[config.mk]
export PLATFORM = sky130hd
export DESIGN_NAME = fft_peak_detect
export DESIGN_NICKNAME = d
export VERILOG_FILES = /design/src/rtl/fft_peak_detect.sv
export SDC_FILE = /design/constraint.sdc
export NUM_CORES = 2
export LEC_CHECK = 0
export ABC_AREA = 1
export CORE_ASPECT_RATIO = 1.4
export CORE_MARGIN = 5
export CORE_UTILIZATION = 45
export DETAILED_ROUTE_END_ITERATION = 16
export REMOVE_ABC_BUFFERS = 1
export SYNTH_ARGS = -nofsm -noshare
export SYNTH_HDL_FRONTEND = slang
export SYNTH_SLANG_ARGS = --single-unit
[constraint.sdc]
create_clock -name sys_clk -period 6.16 [get_ports sys_clk]
set_input_delay 0.924 -clock sys_clk [delete_from_list [all_inputs] [get_ports sys_clk]]
set_output_delay 0.924 -clock sys_clk [all_outputs]
set_load 0.05 [all_outputs]
[src/rtl/fft_peak_detect.sv]
// fft_peak_detect: streaming per-frame max |X[k]|^2 finder for FFT output bins.
// Define FFT_PEAK_HALF_EN to restrict the search to bins 0..N/2-1 (real-input spectra).
module fft_peak_detect #(
   parameter int DATA_W    = 16,
   parameter int NFFT_LOG2 = 10
) (
   input  logic                  sys_clk,
   input  logic                  sys_rst_n,
   input  logic [2*DATA_W-1:0]   s_tdata,
   input  logic                  s_tvalid,
   input  logic                  s_tlast,
   output logic                  s_tready,
   output logic                  peak_valid,
   output logic [NFFT_LOG2-1:0]  peak_bin,
   output logic [2*DATA_W-1:0]   peak_mag,
   output logic                  frame_err
);
   localparam int MW = 2*DATA_W;
   logic                     accept, at_end, elig, take;
   logic [NFFT_LOG2-1:0]     cnt, bin1, bin2, bin3, max_bin, new_bin;
   logic                     v1, v2, v3, first1, first2, first3;
   logic                     last1, last2, last3, err1, err2, err3;
   logic signed [DATA_W-1:0] re1, im1;
   logic signed [MW-1:0]     re_x, im_x;
   logic [MW-1:0]            sq_re, sq_im, mag3, max_mag, new_mag;
   assign accept = s_tvalid && s_tready;
   assign at_end = &cnt;
   assign re_x   = MW'(re1);
   assign im_x   = MW'(im1);
`ifdef FFT_PEAK_HALF_EN
   assign elig = ~bin3[NFFT_LOG2-1];
`else
   assign elig = 1'b1;
`endif
   // first bin of a frame always loads; later bins need a strict win so ties keep the lowest index
   always_comb begin
      take    = v3 && (first3 || (elig && mag3 > max_mag));
      new_mag = take ? mag3 : max_mag;
      new_bin = take ? bin3 : max_bin;
   end
   always_ff @(posedge sys_clk or negedge sys_rst_n)
      if (!sys_rst_n) begin
         s_tready <= 1'b0;
         cnt      <= '0;
         v1       <= 1'b0;
         re1      <= '0;
         im1      <= '0;
         bin1     <= '0;
         first1   <= 1'b0;
         last1    <= 1'b0;
         err1     <= 1'b0;
      end else begin
         s_tready <= 1'b1;
         v1       <= accept;
         if (accept) begin
            cnt    <= (s_tlast || at_end) ? '0 : cnt + NFFT_LOG2'(1);
            re1    <= s_tdata[DATA_W-1:0];
            im1    <= s_tdata[MW-1:DATA_W];
            bin1   <= cnt;
            first1 <= cnt == '0;
            last1  <= s_tlast || at_end;
            err1   <= s_tlast ^ at_end;
         end
      end
   always_ff @(posedge sys_clk or negedge sys_rst_n)
      if (!sys_rst_n) begin
         v2     <= 1'b0;
         sq_re  <= '0;
         sq_im  <= '0;
         bin2   <= '0;
         first2 <= 1'b0;
         last2  <= 1'b0;
         err2   <= 1'b0;
         v3     <= 1'b0;
         mag3   <= '0;
         bin3   <= '0;
         first3 <= 1'b0;
         last3  <= 1'b0;
         err3   <= 1'b0;
      end else begin
         v2     <= v1;
         sq_re  <= $unsigned(re_x * re_x);
         sq_im  <= $unsigned(im_x * im_x);
         bin2   <= bin1;
         first2 <= first1;
         last2  <= last1;
         err2   <= err1;
         v3     <= v2;
         mag3   <= sq_re + sq_im;
         bin3   <= bin2;
         first3 <= first2;
         last3  <= last2;
         err3   <= err2;
      end
   always_ff @(posedge sys_clk or negedge sys_rst_n)
      if (!sys_rst_n) begin
         max_mag    <= '0;
         max_bin    <= '0;
         peak_valid <= 1'b0;
         peak_bin   <= '0;
         peak_mag   <= '0;
         frame_err  <= 1'b0;
      end else begin
         if (v3) begin
            max_mag <= new_mag;
            max_bin <= new_bin;
         end
         peak_valid <= v3 && last3;
         frame_err  <= v3 && last3 && err3;
         if (v3 && last3) begin
            peak_bin <= new_bin;
            peak_mag <= new_mag;
         end
      end
endmodule
; ---- Yosys cells after proc, flatten, opt, wreduce, memory -nomap -nowiden
; Index checks and enable logic that the tools add are counted.
[totals]
ff_bits = 267
out_inout_bits = 45
[classes]
n_mux = 3
bitwise_logic = 1
mul = 2
order_cmp = 1
reduce_logical = 8
add_sub_neg = 2
[op_table]
columns = cell, count
row1 = multiplier 16 x 16 -> 32 bit, 2
row2 = adder 32 bit, 1
row3 = greater-than comparator 32 bit, 1
row4 = two-way mux 32 bit, 1
row5 = two-way mux 10 bit, 2
row6 = adder 10 x 1 -> 10 bit (second input constant), 1
row7 = zero test 10 bit, 1
row8 = AND reduction 10 bit, 1
row9 = logical AND 1 bit, 4
row10 = logical OR 1 bit, 2
row11 = XOR 1 bit, 1

; ---- Depth between registers and ports, before layout
[logic_depth]
depth_word = 4
depth_mapped = 26
mapped_depth_nobuf = 25

; ---- Worst setup path before layout
; Ideal clock, no wire load.
[synth_timing]
path_kind = register to register
from = register re1[1]
to = register sq_re[27]
stages_incl_launch_ff = 22
slack_ps = 477
path_buffers = 2
t_arrival_ps = 5560
setup_time_ps = 123
path_cell_list = dfrtp_1 > clkbuf_1 > buf_1 > nand2_1 > inv_1 > fa_1 > fa_1 > inv_1 > fa_1 > fa_1 > inv_1 > fa_1 > inv_1 > fa_1 > inv_1 > ha_1 > nand2_1 > nor3_1 > nand3_1 > nand3_1 > a21oi_1 > xnor2_1
[synth_via]
elab_chain_cells = 1
[synth_lines]
columns = item, line_no
row1 = start: declaration, 23  ; logic signed [DATA_W-1:0] re1, im1;
row2 = start signal: assignment, 57  ; re1 <= s_tdata[DATA_W-1:0];
row3 = multiplier 16 x 16 -> 32 bit, 82  ; sq_re <= $unsigned(re_x * re_x);
row4 = end signal: assignment, 82
row5 = end: declaration, 25  ; logic [MW-1:0] sq_re, sq_im, mag3, max_mag, new_mag;
; No other way between the ends.
; A chain may end at the register's enable or synchronous reset.

; ---- Worst setup path after layout
[layout_timing]
from = register re1[10]
to = register sq_re[31]
; Same word-level chain as after synthesis.

==> flow_metrics.py <==
metrics = {
    "placed_design": {
        "place_congestion": 0.897,
        "buffer_ports.inserted": 80,
        "dp.final_hpwl_mm": 56.2,
    },
    "grt": {
        "grt.total_usage": 0.198,
        "grt_max_degree": 136,
        "initial_antenna_violation_count": 0,
        "grt_pass1_wl_mm": 114,
        "global_route.overflow_total": 0,
        "first_global_vias": 22900,
    },
    "logic_synthesis": {
        "yosysWarnings": 0,
        "ys_seq_elements": 265,
        "async_reset_ff_frac": 1.00,
        "synth_sequential_area_ratio": 0.224,
        "postSynthCellCount": 3377,
        "number_of_synthesized_flops_with_an_enable_pin": 0,
        "ys_dominant_reg_cell": "sky130_fd_sc_hd__dfrtp_1",
        "post_synth_instance_area_mm2": 0.0297,
        "synth.distinct_cells": 52,
        "synth_area_per_cell_um2": 8.78,
    },
    "finish": {
        "most-common-layout-cells": "sky130_fd_sc_hd__inv_1, sky130_fd_sc_hd__nand2_1, sky130_fd_sc_hd__fa_1",
        "diodes": 0,
        "finish.utilization": 0.499,
        "seqCellArea_mm2": 0.00664,
        "nets": 4192,
        "final_common_cell": "sky130_fd_sc_hd__inv_1",
        "multi_input_area_mm2": 0.0193,
        "areaGrowthSynthToFinish_pct": 10.1,
        "fillerInstances": 6318,
        "final_layout_size_suffix_gt1_frac": 0.0438,
    },
    "routing": {
        "num_vias": 20900,
        "routed_wirelength_normalized_by_instance_count_um": 15.5,
        "drt_pre_antenna_iters": 6,
        "remaining_drc_errors": 0,
        "routed_wirelength_mm": 67.0,
        "drc_violation_total_after_the_first_tritonroute_iteration": 984,
        "post_drt_via_cell_ratio": 4.85,
        "antenna_violating_nets_post_route": 0,
    },
    "timing": {
        "finalHoldViolCount": 0,
        "min_period_ns": 5.82,
        "total_count_of_max_transition_violations_in_the_final_report": 0,
        "worst_clock_skew_ns": 0.0354,
        "worst_slew_margin_rel": 0.498,
        "min_period_over_period": 0.946,
        "max_slew.worst_pin.slew_ns": 0.754,
        "setup_viol": 0,
        "fmax_mhz": 172,
        "timing.setup.tns_ns": 0,
        "rsz0062_at_grt": "false",
    },
    "floorplan": {
        "start_util": 0.453,
        "io-pin-count": 81,
        "die-width_um": 227,
        "die_height_um": 314,
        "std_cell_rows": 111,
        "core_area_mm2": 0.0654,
        "dieArea_mm2": 0.0712,
    },
    "setup_path": {
        "timing.critical_path.to_type": "flop",
        "cp_max_fo": 12,
        "arrival_time_at_the_worst_endpoint_ns": 6.33,
        "timing.critical_path.from_type": "flop",
        "critPathRequiredTime_ns": 6.66,
        "timing.setup.critical_path_class": "reg -> reg",
    },
    "outcome": {
        "run_status": "completed",
    },
    "cts": {
        "cts-root-buf": "sky130_fd_sc_hd__clkbuf_16",
        "number_of_buffers_inserted_during_clock_tree_synthesis": 30,
        "cts_tree": "yes",
        "max-clock-path-buffers": 3,
        "htree_num_levels": 1,
        "clk_latency_ns": 0.62,
        "tritoncts_num_sinks": 265,
        "worst_setup_hold_path_clk_slew_ns": 0.06,
        "hold_buffers": 0,
        "cts_post_setup_buffers_inserted": 0,
    },
    "hold_path": {
        "path_type_of_the_worst_min_delay_path": "in -> async",
    },
    "run": {
        "max-cap-violations": 0,
    },
}
-- sequential cells by signal (all words and copies together), names as in the netlist, 10 cells and up --
name,cells
cnt,10
bin3,10
max_bin,10
sq_re,31
mag3,32
peak_mag,32
bin1,10
max_mag,32
bin2,10
re1,16
im1,16
peak_bin,10
sq_im,31
-- path summary, 6_finish.rpt --
| kind | slack, ns | endpoint | depth (start not counted) | start |
|---|---|---|---|---|
| setup reg to reg | 0.34 | sq_re[31] | 22 | re1[10] |
| setup / recovery | 0.34 | sq_re[31] | 22 | re1[10] |
| hold / removal | 0.31 | frame_err | 1 | sys_rst_n |
| max in group asynchronous | 4.58 | re1[9] | 2 | sys_rst_n |
| min in group sys_clk | 0.35 | bin3[8] | 0 | bin2[8] |
| hold reg to reg | 0.35 | bin3[8] | 0 | bin2[8] |
-- timing repair --
action | CTS | global route
gates resized for setup | 0 | 10
endpoints found under the setup margin | 0 | 10
hold endpoints to repair | 0 | 0
-- area by class of cell --
cell class | count | share of cell area
Clock buffer | 33 | 0.0239
Clock inverter | 23 | 0.00988
Inverter | 890 | 0.102
Multi-Input combinational cell | 2123 | 0.590
Sequential cell | 265 | 0.203
Tap cell | 847 | 0.0324
Timing Repair Buffer | 135 | 0.0381
-- synth_stat cells (all sizes together) (6+ instances only) --
| cell | number | area (um2) |
|---|---|---|
| buf | 11 | 82.6 |
| o21ai | 89 | 449 |
| a21oi | 126 | 646 |
| and2 | 42 | 263 |
| o21bai | 15 | 120 |
| nor2 | 117 | 444 |
| nor3 | 21 | 120 |
| nand4 | 22 | 144 |
| fa | 467 | 9350 |
| a31o | 6 | 52.6 |
| dfrtp | 265 | 6630 |
| nand3 | 130 | 651 |
| clkbuf | 88 | 338 |
| inv | 888 | 3330 |
| ha | 244 | 3050 |
| xnor2 | 43 | 377 |
| nand2 | 671 | 2540 |
| a21o | 16 | 120 |
| xor2 | 70 | 613 |
-- metal layers --
layer  vias up  part of all wire  GRT usage
met5         -                 0          0
met4         0             0.033     0.0598
met3       110             0.033     0.0189
met2       351              0.54      0.372
met1     10300              0.39      0.239
li1      10200                 -          -
-- critical path, cell delays in order, from the launching register on --
cell	delay (ns)
sky130_fd_sc_hd__dfrtp_1	0.57
sky130_fd_sc_hd__buf_4	0.26
sky130_fd_sc_hd__nand2_1	0.07
sky130_fd_sc_hd__inv_1	0.10
sky130_fd_sc_hd__fa_1	0.68
sky130_fd_sc_hd__inv_1	0.15
sky130_fd_sc_hd__fa_1	0.52
sky130_fd_sc_hd__inv_1	0.05
sky130_fd_sc_hd__fa_1	0.50
sky130_fd_sc_hd__inv_1	0.05
sky130_fd_sc_hd__fa_1	0.49
sky130_fd_sc_hd__inv_1	0.05
sky130_fd_sc_hd__fa_1	0.47
sky130_fd_sc_hd__inv_1	0.06
sky130_fd_sc_hd__fa_1	0.46
sky130_fd_sc_hd__ha_1	0.40
sky130_fd_sc_hd__nand2_1	0.10
sky130_fd_sc_hd__nor2_1	0.13
sky130_fd_sc_hd__nand4_1	0.12
sky130_fd_sc_hd__nor3_1	0.16
sky130_fd_sc_hd__nand2_1	0.08
sky130_fd_sc_hd__o2111ai_1	0.11
sky130_fd_sc_hd__xnor2_1	0.17
-- through the flow --
| stage | instances | hold slack, ns | instance area (um2) | worst slack, ns |
|---|---|---|---|---|
| 2_1_floorplan | 3278 | 0.331 | 29200 | 0.558 |
| 3_3_place_gp | 4260 | 0.333 | 31500 | 0.241 |
| 3_5_place_dp | 4260 | 0.335 | 31500 | 0.191 |
| 4_1_cts | 4316 | 0.315 | 32700 | 0.158 |
| 5_1_grt | 4316 | 0.349 | 32700 | 0.0162 |
| 6_report | 4316 | 0.315 | 32700 | 0.335 |
-- kinds of logic after synthesis --
kind of cell    Yosys count  synth area share
simple gates           1020             0.144
flops                   265             0.224
other cells               1          0.000126
fa+ha+maj               711             0.418
xor+xnor                113            0.0334
compound gates          278            0.0536
buf+inv                 989             0.127
Power is not shown: default switching activity piles up to over one toggle a cycle in this logic, so the estimate is an artifact.
